==> src/rtl/cpu_control_pkg.sv <==
// lc3b_types: shared types for the LC-3b control path.
//   lc3b_opcode     - 4-bit IR opcode field
//   lc3b_aluop      - ALU operation select
//   lc3b_ctrl_state - control FSM state encoding; the HALT state exists only
//                     when CPU_CONTROL_MEM_TIMEOUT_EN is defined.
//   is_mem_state()  - true for states that hold a memory request open.
package lc3b_types;

    typedef enum logic [3:0] {
        op_br   = 4'b0000,
        op_add  = 4'b0001,
        op_ldb  = 4'b0010,
        op_stb  = 4'b0011,
        op_jsr  = 4'b0100,
        op_and  = 4'b0101,
        op_ldr  = 4'b0110,
        op_str  = 4'b0111,
        op_rti  = 4'b1000,
        op_not  = 4'b1001,
        op_ldi  = 4'b1010,
        op_sti  = 4'b1011,
        op_jmp  = 4'b1100,
        op_shf  = 4'b1101,
        op_lea  = 4'b1110,
        op_trap = 4'b1111
    } lc3b_opcode;

    typedef enum logic [2:0] {
        alu_add  = 3'd0,
        alu_and  = 3'd1,
        alu_not  = 3'd2,
        alu_pass = 3'd3,
        alu_sll  = 3'd4,
        alu_srl  = 3'd5,
        alu_sra  = 3'd6
    } lc3b_aluop;

    typedef enum logic [4:0] {
        s_fetch1, s_fetch2, s_fetch3, s_decode,
        s_add, s_and, s_not, s_shf,
        s_br, s_br_taken, s_jmp, s_jsr, s_jsr_pc, s_lea,
        s_calc_addr, s_calc_baddr,
        s_ld_mem, s_ld_wb, s_ldb_wb,
        s_ind_mem, s_ind_mar,
        s_st_mdr,
`ifdef CPU_CONTROL_MEM_TIMEOUT_EN
        s_halt,
`endif
        s_st_mem
    } lc3b_ctrl_state;

    function automatic logic is_mem_state(input lc3b_ctrl_state s);
        return (s == s_fetch2) || (s == s_ld_mem) || (s == s_ind_mem) || (s == s_st_mem);
    endfunction

endpackage

==> src/rtl/cpu_control_mem_watchdog.sv <==
// mem_watchdog: counts memory-wait cycles and flags when the limit is hit.
//   clk, rst_n : clock, asynchronous active-low reset
//   clear      : hold the count at zero (FSM is not in a memory state)
//   tick       : one more wait cycle (memory state, mem_resp low)
//   limit      : wait-cycle limit, 1..255
//   expired    : this tick is the limit-th consecutive wait cycle
module mem_watchdog (
    input  logic       clk,
    input  logic       rst_n,
    input  logic       clear,
    input  logic       tick,
    input  logic [7:0] limit,
    output logic       expired
);

    logic [7:0] count;

    always_ff @(posedge clk or negedge rst_n) begin
        if (!rst_n) begin
            count <= 8'd0;
        end else if (clear) begin
            count <= 8'd0;
        end else if (tick && (count != 8'hff)) begin
            count <= count + 8'd1;
        end
    end

    // Flag in the cycle that would make the count reach the limit, so the
    // FSM leaves on the very next edge.
    assign expired = tick && !clear && (({1'b0, count} + 9'd1) >= {1'b0, limit});

endmodule

==> src/rtl/cpu_control.sv <==
// cpu_control: Moore control FSM for the LC-3b multicycle datapath.
//   clk, rst_n        : clock, asynchronous active-low reset
//   opcode, *_enable,
//   d_bit, a_bit      : IR fields and branch condition from the datapath
//   mar_lsb           : byte select for LDB/STB
//   mem_resp          : memory handshake done (may come in the request cycle)
//   load_* / *_sel    : datapath register loads and mux selects
//   aluop             : ALU operation
//   mem_read/write    : memory strobes, mem_byte_enable lane mask
//   mem_error         : sticky memory-timeout fault
// Build option: define CPU_CONTROL_MEM_TIMEOUT_EN to add a memory-wait
// watchdog (limit MEM_TIMEOUT) that parks the FSM in HALT until reset.
module cpu_control
    import lc3b_types::*;
#(
    parameter int MEM_TIMEOUT = 255
) (
    input  logic       clk,
    input  logic       rst_n,
    input  lc3b_opcode opcode,
    input  logic       branch_enable,
    input  logic       imm5_enable,
    input  logic       offset11_enable,
    input  logic       d_bit,
    input  logic       a_bit,
    input  logic       mar_lsb,
    input  logic       mem_resp,
    output logic       load_pc,
    output logic       load_ir,
    output logic       load_regfile,
    output logic       load_mar,
    output logic       load_mdr,
    output logic       load_cc,
    output logic [1:0] pcmux_sel,
    output logic [1:0] alumux_sel,
    output logic [1:0] regfilemux_sel,
    output logic [1:0] marmux_sel,
    output logic [1:0] loadmux_sel,
    output logic       storemux_sel,
    output logic       mdrmux_sel,
    output logic       pcoffsetmux_sel,
    output logic       maradjmux_sel,
    output lc3b_aluop  aluop,
    output logic       mem_read,
    output logic       mem_write,
    output logic [1:0] mem_byte_enable,
    output logic       mem_error
);

    if ((MEM_TIMEOUT < 1) || (MEM_TIMEOUT > 255)) begin : g_bad_timeout
        $error("cpu_control: MEM_TIMEOUT must be in 1..255");
    end

    lc3b_ctrl_state state, next_state;

`ifdef CPU_CONTROL_MEM_TIMEOUT_EN
    logic wd_expired;

    mem_watchdog u_mem_watchdog (
        .clk     (clk),
        .rst_n   (rst_n),
        .clear   (!is_mem_state(state)),
        .tick    (is_mem_state(state) && !mem_resp),
        .limit   (8'(MEM_TIMEOUT)),
        .expired (wd_expired)
    );
`endif

    // NOTE: state is a flop, so it takes a non-blocking assignment; blocking
    // here would let other clocked readers see the new value in the same edge.
    always_ff @(posedge clk or negedge rst_n) begin
        if (!rst_n) begin
            state <= s_fetch1;
        end else begin
            state <= next_state;
        end
    end

    always_comb begin
        next_state = state;
        case (state)
            s_fetch1: next_state = s_fetch2;
            s_fetch2: if (mem_resp) next_state = s_fetch3;
            s_fetch3: next_state = s_decode;
            s_decode: begin
                case (opcode)
                    op_add:                        next_state = s_add;
                    op_and:                        next_state = s_and;
                    op_not:                        next_state = s_not;
                    op_shf:                        next_state = s_shf;
                    op_br:                         next_state = s_br;
                    op_jmp:                        next_state = s_jmp;
                    op_jsr:                        next_state = s_jsr;
                    op_lea:                        next_state = s_lea;
                    op_ldr, op_str, op_ldi, op_sti: next_state = s_calc_addr;
                    op_ldb, op_stb:                next_state = s_calc_baddr;
                    default:                       next_state = s_fetch1;
                endcase
            end
            s_br:         next_state = branch_enable ? s_br_taken : s_fetch1;
            s_jsr:        next_state = s_jsr_pc;
            s_calc_addr: begin
                case (opcode)
                    op_ldr:         next_state = s_ld_mem;
                    op_str:         next_state = s_st_mdr;
                    op_ldi, op_sti: next_state = s_ind_mem;
                    default:        next_state = s_fetch1;
                endcase
            end
            s_calc_baddr: next_state = (opcode == op_stb) ? s_st_mdr : s_ld_mem;
            s_ind_mem:    if (mem_resp) next_state = s_ind_mar;
            s_ind_mar:    next_state = (opcode == op_sti) ? s_st_mdr : s_ld_mem;
            s_ld_mem:     if (mem_resp) next_state = (opcode == op_ldb) ? s_ldb_wb : s_ld_wb;
            s_st_mdr:     next_state = s_st_mem;
            s_st_mem:     if (mem_resp) next_state = s_fetch1;
`ifdef CPU_CONTROL_MEM_TIMEOUT_EN
            s_halt:       next_state = s_halt;
`endif
            default:      next_state = s_fetch1;
        endcase
`ifdef CPU_CONTROL_MEM_TIMEOUT_EN
        // Only raised while waiting with mem_resp low, so it never races a completion.
        if (wd_expired) next_state = s_halt;
`endif
    end

    // Outputs decode the state directly; gating on rst_n keeps every strobe
    // quiet during reset even though FETCH1 is the reset state.
    always_comb begin
        // NOTE: every output gets a default first so no path through the case
        // leaves one unassigned, which would infer a latch.
        load_pc         = 1'b0;
        load_ir         = 1'b0;
        load_regfile    = 1'b0;
        load_mar        = 1'b0;
        load_mdr        = 1'b0;
        load_cc         = 1'b0;
        pcmux_sel       = 2'b00;
        alumux_sel      = 2'b00;
        regfilemux_sel  = 2'b00;
        marmux_sel      = 2'b00;
        loadmux_sel     = 2'b00;
        storemux_sel    = 1'b0;
        mdrmux_sel      = 1'b0;
        pcoffsetmux_sel = 1'b0;
        maradjmux_sel   = 1'b0;
        aluop           = alu_add;
        mem_read        = 1'b0;
        mem_write       = 1'b0;
        mem_byte_enable = 2'b11;
        mem_error       = 1'b0;
        if (rst_n) begin
            case (state)
                s_fetch1: begin
                    load_mar   = 1'b1;
                    marmux_sel = 2'b01;
                    load_pc    = 1'b1;
                end
                s_fetch2, s_ind_mem, s_ld_mem: begin
                    mem_read   = 1'b1;
                    load_mdr   = 1'b1;
                    mdrmux_sel = 1'b1;
                end
                s_fetch3: load_ir = 1'b1;
                s_add, s_and, s_not: begin
                    load_regfile = 1'b1;
                    load_cc      = 1'b1;
                    alumux_sel   = imm5_enable ? 2'b10 : 2'b00;
                    aluop        = (state == s_add) ? alu_add :
                                   (state == s_and) ? alu_and : alu_not;
                end
                s_shf: begin
                    load_regfile = 1'b1;
                    load_cc      = 1'b1;
                    alumux_sel   = 2'b11;
                    aluop        = !d_bit ? alu_sll : (a_bit ? alu_sra : alu_srl);
                end
                s_br_taken: begin
                    load_pc   = 1'b1;
                    pcmux_sel = 2'b01;
                end
                s_jmp: begin
                    load_pc   = 1'b1;
                    pcmux_sel = 2'b10;
                end
                s_jsr: begin
                    load_regfile   = 1'b1;
                    regfilemux_sel = 2'b11;
                end
                s_jsr_pc: begin
                    load_pc         = 1'b1;
                    pcmux_sel       = offset11_enable ? 2'b01 : 2'b10;
                    pcoffsetmux_sel = offset11_enable;
                end
                s_lea: begin
                    // The load mux reaches the register file through regfilemux 10.
                    load_regfile   = 1'b1;
                    load_cc        = 1'b1;
                    regfilemux_sel = 2'b10;
                    loadmux_sel    = 2'b10;
                end
                s_calc_addr: begin
                    load_mar   = 1'b1;
                    alumux_sel = 2'b01;
                    aluop      = alu_add;
                end
                s_calc_baddr: begin
                    load_mar      = 1'b1;
                    marmux_sel    = 2'b11;
                    maradjmux_sel = 1'b1;
                end
                s_ld_wb: begin
                    load_regfile   = 1'b1;
                    regfilemux_sel = 2'b01;
                    load_cc        = 1'b1;
                end
                s_ldb_wb: begin
                    load_regfile   = 1'b1;
                    regfilemux_sel = 2'b10;
                    loadmux_sel    = {1'b0, mar_lsb};
                    load_cc        = 1'b1;
                end
                s_ind_mar: begin
                    load_mar   = 1'b1;
                    marmux_sel = 2'b10;
                end
                s_st_mdr: begin
                    load_mdr     = 1'b1;
                    storemux_sel = 1'b1;
                    aluop        = alu_pass;
                end
                s_st_mem: begin
                    mem_write = 1'b1;
                    if (opcode == op_stb) mem_byte_enable = mar_lsb ? 2'b10 : 2'b01;
                end
`ifdef CPU_CONTROL_MEM_TIMEOUT_EN
                s_halt: begin
                    mem_byte_enable = 2'b00;
                    mem_error       = 1'b1;
                end
`endif
                default: ;
            endcase
        end
    end

endmodule

==> config.mk <==
export PLATFORM = sky130hd
export DESIGN_NAME = cpu_control
export DESIGN_NICKNAME = d
export VERILOG_FILES = /design/src/rtl/cpu_control_pkg.sv /design/src/rtl/cpu_control_mem_watchdog.sv /design/src/rtl/cpu_control.sv
export SDC_FILE = /design/constraint.sdc
export NUM_CORES = 1
export LEC_CHECK = 0
export ABC_AREA = 1
export BUFFER_PORTS_ARGS = -buffer_cell sky130_fd_sc_hd__clkbuf_2
export CAP_MARGIN = 10
export CORE_ASPECT_RATIO = 0.75
export CORE_MARGIN = 1.5
export CORE_UTILIZATION = 40
export CTS_CLUSTER_SIZE = 8
export DETAILED_ROUTE_END_ITERATION = 8
export MAX_ROUTING_LAYER = met4
export PLACE_DENSITY = 0.69
export SYNTH_ARGS = -nofsm -noshare
export SYNTH_HDL_FRONTEND = slang
export SYNTH_HIERARCHICAL = 1
export SYNTH_SLANG_ARGS = --single-unit
==> constraint.sdc <==
create_clock -name clk -period 1.82 [get_ports clk]
set_input_delay 0.091 -clock clk [delete_from_list [all_inputs] [get_ports clk]]
set_output_delay 0.091 -clock clk [all_outputs]
set_load 0.05 [all_outputs]
* After elaboration in Yosys (flattened, before gate mapping)
Memories as Yosys holds them, arrays and structs flattened.
Cells that the tools add are included.
** Cells by class
- Eq/ne operators :: 32
- Mux-type cells :: 54
- Reductions and logical operators :: 11
** Operators with widths (number)
- $pmux W5 S13 :: 1
- $eq A5 B4 Y1 const B :: 8
- $eq A5 B5 Y1 const B :: 7
- $mux W2 :: 16
- $pmux W2 S3 :: 4
- $mux W1 :: 22
- $eq A5 B3 Y1 const B :: 4
- $mux W5 :: 4
- $pmux W5 S3 :: 1
- $reduce_or A4 Y1 :: 3
- $eq A5 B2 Y1 const B :: 2
- $mux W3 :: 3
- $pmux W3 S3 :: 1
- $eq A4 B2 Y1 const B :: 2
- $eq A4 B3 Y1 const B :: 2
- $eq A4 B4 Y1 const B :: 2
- $ne A2 B2 Y1 const B :: 4
- $reduce_or A8 Y1 :: 1
- $reduce_or A7 Y1 :: 1
- $reduce_or A3 Y1 :: 2
- $eq A5 B1 Y1 const B :: 1
- $logic_not A5 Y1 :: 1
- $mux W4 :: 1
- $pmux W2 S2 :: 1
- other kinds (2) :: 3
** Word-level totals
- Register bits after elaboration :: 5
- ROM bits :: 64
- Memories kept :: 1
** Memories
- (no name shown) :: depth 16, bits a word 4, read ports 1, clocked after Yosys merged registers in 0, wr ports 0, line cpu_control.sv:86 : case (opcode)

* Logic depth before layout (Yosys ltp)
Gate-level depths: netlist of the first run.
- Depth after elaboration :: 5
- Mapped depth :: 10
- Gate-level depth less buffers :: 10

* Least setup slack after synthesis of the first run
Ideal clock, no wire load.
- Path type :: register to output
- From :: register state[1]
- To :: output port load_mdr
- Arrival time :: 1.932 ns
- Required time :: 1.729 ns
- Slack :: -0.203 ns
- Cell stages (with the launch flop) :: 6
- Path buffers :: 0
- Cells stage by stage :: dfrtp_1 -> inv_1 -> nand2_1 -> nor2_1 -> nand2_1 -> o21ai_0
** On the way
- Word-level cells in the longest chain between the ends :: 4
- Elaborated cells on any way between the ends :: 7
- Those cells by class :: eq/ne (4); mux (2); reduce/logical (1)
** RTL lines
- start, declared :: line cpu_control.sv:54 : lc3b_ctrl_state state, next_state;
- start signal, assigned :: line cpu_control.sv:73 : state <= s_fetch1;
- start signal, assigned :: line cpu_control.sv:75 : state <= next_state;
- $eq A5 B5 Y1 or $eq A5 B1 Y1 (tied branches) :: line cpu_control.sv:153 : case (state)
- $reduce_or A4 Y1 (no line) *
- $mux W1 * :: line cpu_control.sv:153
- $mux W1 * :: line cpu_control.sv:152 : if (rst_n) begin
- end, declared :: line cpu_control.sv:32 : output logic load_mdr,
Every way passes the cells marked *; elsewhere a longest branch is shown, timed or not.

* Worst setup path after layout of the first run
- From :: register state[0]
- To :: output port aluop[0]
** On the way
- Word-level cells in the longest chain between the ends :: 5
- Elaborated cells on any way between the ends :: 10
- Those cells by class :: eq/ne (5); mux (4); reduce/logical (1)
** RTL lines
- $eq A5 B3 Y1 :: line cpu_control.sv:153, cpu_control.sv:170
- $mux W2 :: line cpu_control.sv:170 : (state == s_and) ? alu_and : alu_not;
- $mux W2 :: line cpu_control.sv:169 : aluop = (state == s_add) ? alu_add :
- $pmux W3 S3 * :: line cpu_control.sv:153
- $mux W3 * :: line cpu_control.sv:152
- end, declared :: line cpu_control.sv:43 : output lc3b_aluop aluop,
Marks and branches as above.

==> results of run 1 <==
==> worst min-delay path: cells and delay by family <==
kind	cells	cell delay, ps
buffers and inverters	2	140
AND/OR/NAND/NOR	1	50
AO/OA/AOI/OAI	1	40
==> power by group <==
part	leakage, nW	switching [W]	internal (W)
sequential	0.0595	0.0000920	0.000162
combinational	0.694	0.000893	0.000390
clock	0.0150	0.0000586	0.0000837
total	0.769	0.00104	0.000636
==> logic make-up (layout without fill, tap and decap cells) <==
logic type | Yosys count | count (layout) | share of synthesized area (%)
fa+ha+maj | 4 | 4 | 5.076
buf+inv | 32 | 76 | 13.83
compound gates | 24 | 24 | 12.94
flops | 5 | 5 | 12.69
other cells | 1 | 1 | 0.3803
simple gates | 119 | 119 | 55.08
==> cell usage after synthesis (2+ instances only) <==
cell | instances | share of area (%)
sky130_fd_sc_hd__nor2_1 | 26 | 9.9
sky130_fd_sc_hd__buf_4 | 2 | 1.5
sky130_fd_sc_hd__dfrtp_1 | 5 | 13
sky130_fd_sc_hd__nand2_1 | 53 | 20
sky130_fd_sc_hd__a21oi_1 | 8 | 4.1
sky130_fd_sc_hd__nand2_2 | 6 | 3.8
sky130_fd_sc_hd__o21ai_0 | 10 | 5.1
sky130_fd_sc_hd__nand4_1 | 5 | 3.2
sky130_fd_sc_hd__ha_1 | 4 | 5.1
sky130_fd_sc_hd__nor3_1 | 3 | 1.5
sky130_fd_sc_hd__nor2_4 | 3 | 3.4
sky130_fd_sc_hd__o21ai_1 | 3 | 1.5
sky130_fd_sc_hd__inv_1 | 24 | 9.1
sky130_fd_sc_hd__nand3_1 | 20 | 10
==> layout make-up <==
class | instances | area [um2] | share of cell area, %
Tap cell | 34 | 42.54 | 3.088
Inverter | 26 | 97.59 | 7.084
Sequential cell | 5 | 130.1 | 9.446
Clock buffer | 4 | 26.28 | 1.907
Multi-Input combinational cell | 148 | 782.0 | 56.77
Timing Repair Buffer | 46 | 299.0 | 21.71
==> metrics by stage <==
stage               TNS, ps  setup WS (ps)  instances  utilization [%]
floorplan            -281.7         -140.9        185                -
global placement          0          136.2        253            51.87
detailed placement        0          164.3        253            51.87
CTS                       0          12.69        258            55.18
global route         -37.83         -13.75        263            59.67
finish                    0          21.61        263            59.67
==> path summary, 6_finish.rpt <==
path | start | to | slack (ps) | cells past startpoint
min in group asynchronous | rst_n | state[2] | 170 | 2
max | state[0] | aluop[0] | 20 | 7
min | mem_resp | state[0] | 90 | 4
min reg2reg | state[1] | state[1] | 680 | 2
max in group asynchronous | rst_n | state[1] | 1280 | 3
max reg2reg | state[4] | state[2] | 180 | 10
==> repair_timing <==
| action | 4_1_cts | 5_1_grt |
|---|---|---|
| setup buffers | 0 | 5 |
| resized for setup | 15 | 38 |
| pin swaps | 0 | 2 |
| hold buffers | 1 | 0 |
| setup endpoints to repair | 14 | 18 |
| hold endpoints to repair | 5 | 0 |
==> metal layers <==
layer,track usage (%),vias to the layer above,routed length (um)
met4,4.000,0,15
met1,33.50,595,1457
met2,34.35,61,1388
met3,6.250,6,294
li1,-,680,-
met5,-,-,0
==> metrics.txt, run 1 <==
RSZ-0062 raised after global routing=yes; antenna violations before repair=0; Total GRT Usage=23.77%; Worst Path Buf+Inv=2; count of fill cells added during filler insertion=256; time the final worst path needs with I/O delays and setup=1798 ps; TritonCTS clock tree=done; core area=0.002308 mm2; count of standard-cell rows=15; Synth Area per Inst=5.329 um2; Reg with most FFs=state; most common cell after layout, fill and taps aside=sky130_fd_sc_hd__nand2_1; detailed-placement wirelength estimate=2.385 mm; Synth Flop Type=sky130_fd_sc_hd__dfrtp_1; initial cell density of the core=42.71%; sink count of the clock tree=5; H-tree levels=1; count of final setup violators=0; Setup CP Type=reg2out; top flop regs=state (5); clock transition at the registers of the reported paths=50 ps; Area Growth Syn to Fin=39.72%; number of distinct library cells after synthesis=27; Hold WS=94.09 ps; number of hold violations in the final report=0; Final #Nets=247; drt drc=0; list of cells traversed by the critical path=buf_4 > nand2_2 > nor2_4 > nand2_1 > nor3b_2 > o21a_1 > clkbuf_4; commonest cells after routing, fill and taps aside=sky130_fd_sc_hd__nand2_1 (50), sky130_fd_sc_hd__clkbuf_2 (24), sky130_fd_sc_hd__inv_1 (22); RD Place Congestion=0.9485; total iterations of the first detailed-routing run=4; Period Utilization, post-route=98.81%; count of inserted antenna diode cells=0; number of enable-type register cells in the synthesized netlist=0; leakage power figure=0.7690 nW; MaxCap Viol Count=0; gate count of the mapped netlist=185; routed wire length per instance=12.00 um; DIE AREA=0.002775 mm2; total wire length after detailed routing=3.155 mm; die width=60.33 um; buffer levels on the longest clock path=2; largest incremental delay on the critical path=430 ps; Critical Path Start Type=register; endpoint arrival time on the critical path=1710 ps; final worst clock skew=1.005 ps; Worst EP required=1730 ps; Yosys warning count=6; outcome=complete, no violations; clock latency of the later-clocked register in the worst-skew pair=260 ps; number of top-level pins=41; endpoint type of the worst setup path=primary output; DIE HEIGHT=46.00 um; Tightest Hold Check Type=in2reg; post-route antenna net violation count=0; pin count of the biggest net entering global routing=16; via count=1342; Largest register FFs=5; post-layout total power=0.001679 W; Pwr per Cell Area=1219 mW/mm2; mapped cell area=985.9 um2; Slew Viols, Final=0; top fanout value on the critical path=4; via count of the first global-routing pass=1029; placed instance area=0.001197 mm2; Layout Cell Area excl Fill=0.001378 mm2; largest voltage drop on the vdd net=830.5 uV; post-synthesis net count=202; overall overflow remaining after global route=0; clock root buffer=sky130_fd_sc_hd__clkbuf_4; cell type of the slowest stage on the worst timing path=sky130_fd_sc_hd__dfrtp_2; proportion of layout cells with a drive suffix above 1=35.37%; drt initial violations=94; Max Freq=556.1 MHz; async set or reset register ratio after synthesis=100.0%; wire length of the first global-routing pass=4.671 mm; CP top delay family=simple AND/OR/NAND/NOR gates; part of the Yosys area used for sequential elements=12.69%; vias per inst=5.103; TritonCTS buffer count=3; flops & latches, synth=5; total of buffers placed on input and output ports=39
Power figures use the tool's default switching activity.
==> inputs of run 2 (changes only) <==
==> constraint.sdc (replaced) <==
create_clock -name clk -period 1.82 [get_ports clk]
set_input_delay 0.364 -clock clk [delete_from_list [all_inputs] [get_ports clk]]
set_output_delay 0.364 -clock clk [all_outputs]
set_load 0.05 [all_outputs]
==> metrics.txt, run 2 (same netlist as run 1, synthesis figures left out) <==
vias per inst=6.903; top flop regs=state (5); total of buffers placed on input and output ports=39; time the final worst path needs with I/O delays and setup=2206 ps; via count of the first global-routing pass=1471; number of hold violations in the final report=0; post-route antenna net violation count=0; Period Utilization, post-route=121.2%; Max Freq=453.3 MHz; initial cell density of the core=42.71%; Area Growth Syn to Fin=114.8%; Pwr per Cell Area=1236 mW/mm2; clock root buffer=sky130_fd_sc_hd__clkbuf_4; commonest cells after routing, fill and taps aside=sky130_fd_sc_hd__buf_4 (35), sky130_fd_sc_hd__nand2_1 (34), sky130_fd_sc_hd__buf_8 (22); met3 wirelength from detailed routing=1.520 mm; Worst EP required=1460 ps; Final #Nets=284; number of cells in the finished layout apart from fillers=300; DIE AREA=0.002775 mm2; Tightest Hold Check Type=in2async; leakage power figure=1.091 nW; endpoint type of the worst setup path=primary output; proportion of layout cells with a drive suffix above 1=61.28%; via count=2071; worst reg2reg endpoint=state[0]; TritonCTS clock tree=done; overall overflow remaining after global route=0; highest metal layer with signal wires=met4; setup slack on the worst flop-to-flop path=0 ps; endpoint arrival time on the critical path=1840 ps; clock transition at the registers of the reported paths=40 ps; total iterations of the first detailed-routing run=9; count of inserted antenna diode cells=0; drt drc=130; violated checks=design-rule violations, negative setup slack; core area=0.002308 mm2; setup slack after layout=-385.9 ps; Slew Viols, Final=0; final worst clock skew=0.2313 ps; Setup CP Type=reg2out; DIE HEIGHT=46.00 um; count of fill cells added during filler insertion=72; pin count of the biggest net entering global routing=10; Metal-1 WL=2.386 mm; count of standard-cell rows=15; H-tree levels=1; number of top-level pins=41; outcome=finished, violations left; total area of sequential cells=131.4 um2; met2 routed wirelength=2.839 mm; wire length of the first global-routing pass=6.962 mm; Largest register FFs=5; Worst R2R Path Depth=11; placed instance area=0.001420 mm2; MaxCap Viol Count=0; Layout Cell Area excl Fill=0.002118 mm2; die width=60.33 um; RSZ-0062 raised after global routing=yes; sink count of the clock tree=5; buffer levels on the longest clock path=2; number of hold buffers added after cts=0; TritonCTS buffer count=3; RD Place Congestion=0.9172; clock latency of the later-clocked register in the worst-skew pair=240 ps; antenna violations before repair=0; drt initial violations=556; placed instance count=276; Critical Path Start Type=register; routed wire length per instance=25.50 um; area of the multi-input gates=973.4 um2; count of final setup violators=28; worst r2r src=state[1]; Total GRT Usage=35.51%; detailed-placement wirelength estimate=2.744 mm; largest voltage drop on the vdd net=909.4 uV; top fanout value on the critical path=5; share of the core filled with cells in the final layout=91.76%; total wire length after detailed routing=7.650 mm; most common cell after layout, fill and taps aside=sky130_fd_sc_hd__buf_4; setup total negative slack=-5697 ps; Reg with most FFs=state
-- run 2: cell types whose count changed in the layout (fill, tap and decap cells not counted), sizes merged --
cell	before	now
clkbuf	32	16
clkinvlp	0	2
inv	25	23
dlygate4sd3	1	0
buf	17	71
-- run 2: how the worst max path moves through the flow --
stage,end,startpoint,slack [ps]
2_1_floorplan,load_mdr,state[1],-70
3_3_place_gp,load_regfile,state[4],-3
3_5_place_dp,mem_byte_enable[1],state[0],-10
4_1_cts,pcmux_sel[1],state[1],-90
5_1_grt,load_regfile,state[3],-390
6_report,regfilemux_sel[0],state[3],-390
-- run 2: power breakdown --
part | internal, W | switching, W
Sequential | 0.000163 | 0.0000991
Combinational | 0.000841 | 0.00139
Clock | 0.0000828 | 0.0000436
Total | 0.00109 | 0.00153
-- run 2: cell type report --
cell class	count	area share, %
well taps	34	2.008
flip-flops and latches	5	6.202
inverters	26	4.962
clock buffers	4	1.240
multi-input cells	148	45.95
repair buffers	83	39.63
-- run 2: routing by layer --
metal | vias to the layer above | GRT usage, %
li1 | 759 | -
met1 | 865 | 40.48
met2 | 312 | 58.48
met3 | 135 | 9.091
met4 | 0 | 16.89
met5 | - | -
-- run 2: metrics by stage --
step / worst slack, ps / hold slack [ps] / total power [W]
6_report: -385.9 / 259.0 / 0.002618
5_1_grt: -389.3 / 267.8 / 0.002693
4_1_cts: -85.74 / 142.7 / 0.001957
3_5_place_dp: -14.80 / 389.0 / 0.001486
3_3_place_gp: -3.149 / 387.6 / 0.001465
2_1_floorplan: -73.64 / 68.41 / 0.001127
-- run 2: timing repair --
action,4_1_cts,5_1_grt
setup buffers,7,13
resized for setup,81,74
setup endpoints to repair,26,27
pin swaps,9,14
-- run 2: worst max-delay path, stage by stage (launching register included) --
cell,delay [ps]
sky130_fd_sc_hd__dfrtp_2,450
sky130_fd_sc_hd__nor2_1,170
sky130_fd_sc_hd__buf_4,180
sky130_fd_sc_hd__nand4_1,230
sky130_fd_sc_hd__buf_4,230
sky130_fd_sc_hd__a21oi_2,180
sky130_fd_sc_hd__buf_8,170
==> inputs of run 3 (changes only) <==
--- a/config.mk
+++ b/config.mk
@@ -8,7 +8,6 @@
 export ABC_AREA = 1
 export BUFFER_PORTS_ARGS = -buffer_cell sky130_fd_sc_hd__clkbuf_2
 export CAP_MARGIN = 10
-export CORE_ASPECT_RATIO = 0.75
 export CORE_MARGIN = 1.5
 export CORE_UTILIZATION = 40
 export CTS_CLUSTER_SIZE = 8
==> metrics.txt, run 3 (same netlist as run 1, synthesis figures left out) <==
Worst R2R Path Depth=10; Area Growth Syn to Fin=98.35%; Reg with most FFs=state; final worst clock skew=4.153 ps; clock latency of the later-clocked register in the worst-skew pair=240 ps; largest incremental delay on the critical path=470 ps; RD Place Congestion=0.8976; via count of the first global-routing pass=1364; part of the power in registers=11.7%; die width=52.65 um; core area=0.002276 mm2; vias per inst=5.893; setup slack after layout=-307.6 ps; MaxCap Viol Count=0; worst r2r src=state[0]; Sw Ratio=56.57%; number of hold violations in the final report=0; DIE AREA=0.002772 mm2; violated checks=negative setup slack; Slew Viols, Final=0; count of inserted antenna diode cells=0; post-layout total power=0.002298 W; overall overflow remaining after global route=0; outcome=finished, violations left; switching power summed over all nets=0.001300 W; number of cells in the finished layout apart from fillers=291; DIE HEIGHT=52.65 um; Final #Nets=281; commonest cells after routing, fill and taps aside=sky130_fd_sc_hd__buf_4 (40), sky130_fd_sc_hd__nand2_1 (39), sky130_fd_sc_hd__buf_8 (19); TritonCTS buffer count=3; clock root buffer=sky130_fd_sc_hd__clkbuf_4; Layout Cell Area excl Fill=0.001956 mm2; leakage power figure=1.017 nW; number of top-level pins=41; most common cell after layout, fill and taps aside=sky130_fd_sc_hd__buf_4; largest voltage drop on the vdd net=962.2 uV; placed instance count=270; Total GRT Usage=29.97%; Tightest Hold Check Type=in2async; total of buffers placed on input and output ports=39; post-route antenna net violation count=0; TritonCTS clock tree=done; clock transition at the registers of the reported paths=40 ps; share of the core filled with cells in the final layout=85.93%; pre-CTS worst setup slack=-5.569 ps; Largest register FFs=5; placed instance area=0.001398 mm2; most frequent CP cell=sky130_fd_sc_hd__nand2_2; power share of the clock group=5.4%; Critical Path Start Type=register; endpoint type of the worst setup path=primary output; pin count of the biggest net entering global routing=11; Period Utilization, post-route=116.9%; drt initial violations=131; setup slack on the worst flop-to-flop path=190 ps; total wire length after detailed routing=5.115 mm; internal power=0.0009978 W; via count=1715; RSZ-0062 raised after global routing=yes; H-tree levels=1; routed wire length per instance=17.58 um; total iterations of the first detailed-routing run=5; antenna violations before repair=0; drt drc=0; Max Freq=470.0 MHz; Pwr per Cell Area=1175 mW/mm2; initial cell density of the core=43.32%; time the final worst path needs with I/O delays and setup=2128 ps; proportion of layout cells with a drive suffix above 1=56.27%; Worst EP required=1460 ps; count of final setup violators=27; list of cells traversed by the critical path=nand2_2 > nor2_4 > nand2_2 > o221ai_1 > nand2_1 > inv_1 > clkbuf_8; combinational fraction of design power=82.9%; buffer levels on the longest clock path=2; top fanout value on the critical path=6; cell type of the slowest stage on the worst timing path=sky130_fd_sc_hd__dfrtp_2; sink count of the clock tree=5; detailed-placement wirelength estimate=2.687 mm; wire length of the first global-routing pass=6.078 mm; endpoint arrival time on the critical path=1760 ps; Setup CP Type=reg2out; top flop regs=state (5); count of standard-cell rows=17; worst reg2reg endpoint=state[2]
-- run 3: cell types whose count changed in the layout (fill, tap and decap cells not counted), moves of 4 or more --
cell / delta
sky130_fd_sc_hd__nand2_1: +5
sky130_fd_sc_hd__buf_12: -4
sky130_fd_sc_hd__nand2_4: -4
sky130_fd_sc_hd__inv_1: +4
sky130_fd_sc_hd__nor2_2: +4
sky130_fd_sc_hd__buf_4: +5
sky130_fd_sc_hd__buf_6: -5
-- run 3: area by class of cell --
type	count	area, um2
inverter	26	101.3
fill	110	320.3
clock buffer	4	26.28
timing repair buffer	80	744.5
tap	28	35.03
multi-input combinational	148	917.1
sequential	5	131.4
-- run 3: repair_timing --
action	4_1_cts	5_1_grt
endpoints found under the setup margin	27	27
cloned	0	0
hold buffers	0	0
pin swaps	13	13
resized for setup	76	53
buffers inserted	9	8
-- run 3: metal layers --
| metal | share of wire (%) | up-vias | wire length, um | GRT usage, % |
|---|---|---|---|---|
| li1 | - | 750 | - | - |
| met5 | 0 | - | 0 | - |
| met3 | 10 | 46 | 523 | 2.000 |
| met1 | 35 | 759 | 1787 | 34.77 |
| met4 | 7.3 | 0 | 371 | 2.564 |
| met2 | 48 | 160 | 2432 | 57.92 |
-- run 3: through the flow --
stage | TNS, ps | hold WS, ps
2_1_floorplan | -111.1 | 68.41
3_3_place_gp | -141.2 | 421.5
3_5_place_dp | -6.285 | 413.9
4_1_cts | -1133 | 177.2
5_1_grt | -4799 | 236.5
6_report | -3382 | 236.7
-- run 3: how the worst max path moves through the flow --
stage                  start  slack [ps]            endpoint
global route        state[1]        -450            aluop[1]
detailed placement  state[2]          -6  mem_byte_enable[0]
global placement    state[4]         -50        load_regfile
finish              state[1]        -310            aluop[1]
CTS                 state[0]         -90        pcmux_sel[1]
floorplan           state[1]         -70            load_mdr
-- run 3: power by group through the flow --
stage / Combinational, W / Sequential [W] / Clock, W
after global routing: 0.00200 / 0.000269 / 0.000138
after detailed placement: 0.00123 / 0.000234 / 0
final: 0.00191 / 0.000268 / 0.000124
after global placement: 0.00123 / 0.000230 / 0
after CTS: 0.00156 / 0.000246 / 0.000126
after floorplan: 0.000908 / 0.000218 / 0
-- run 3: worst max-delay path: cells and delay by family (launching register included) --
kind,cells,cell delay [ps]
simple gates,4,550
flops,1,470
compound gates,1,250
buf+inv,2,250
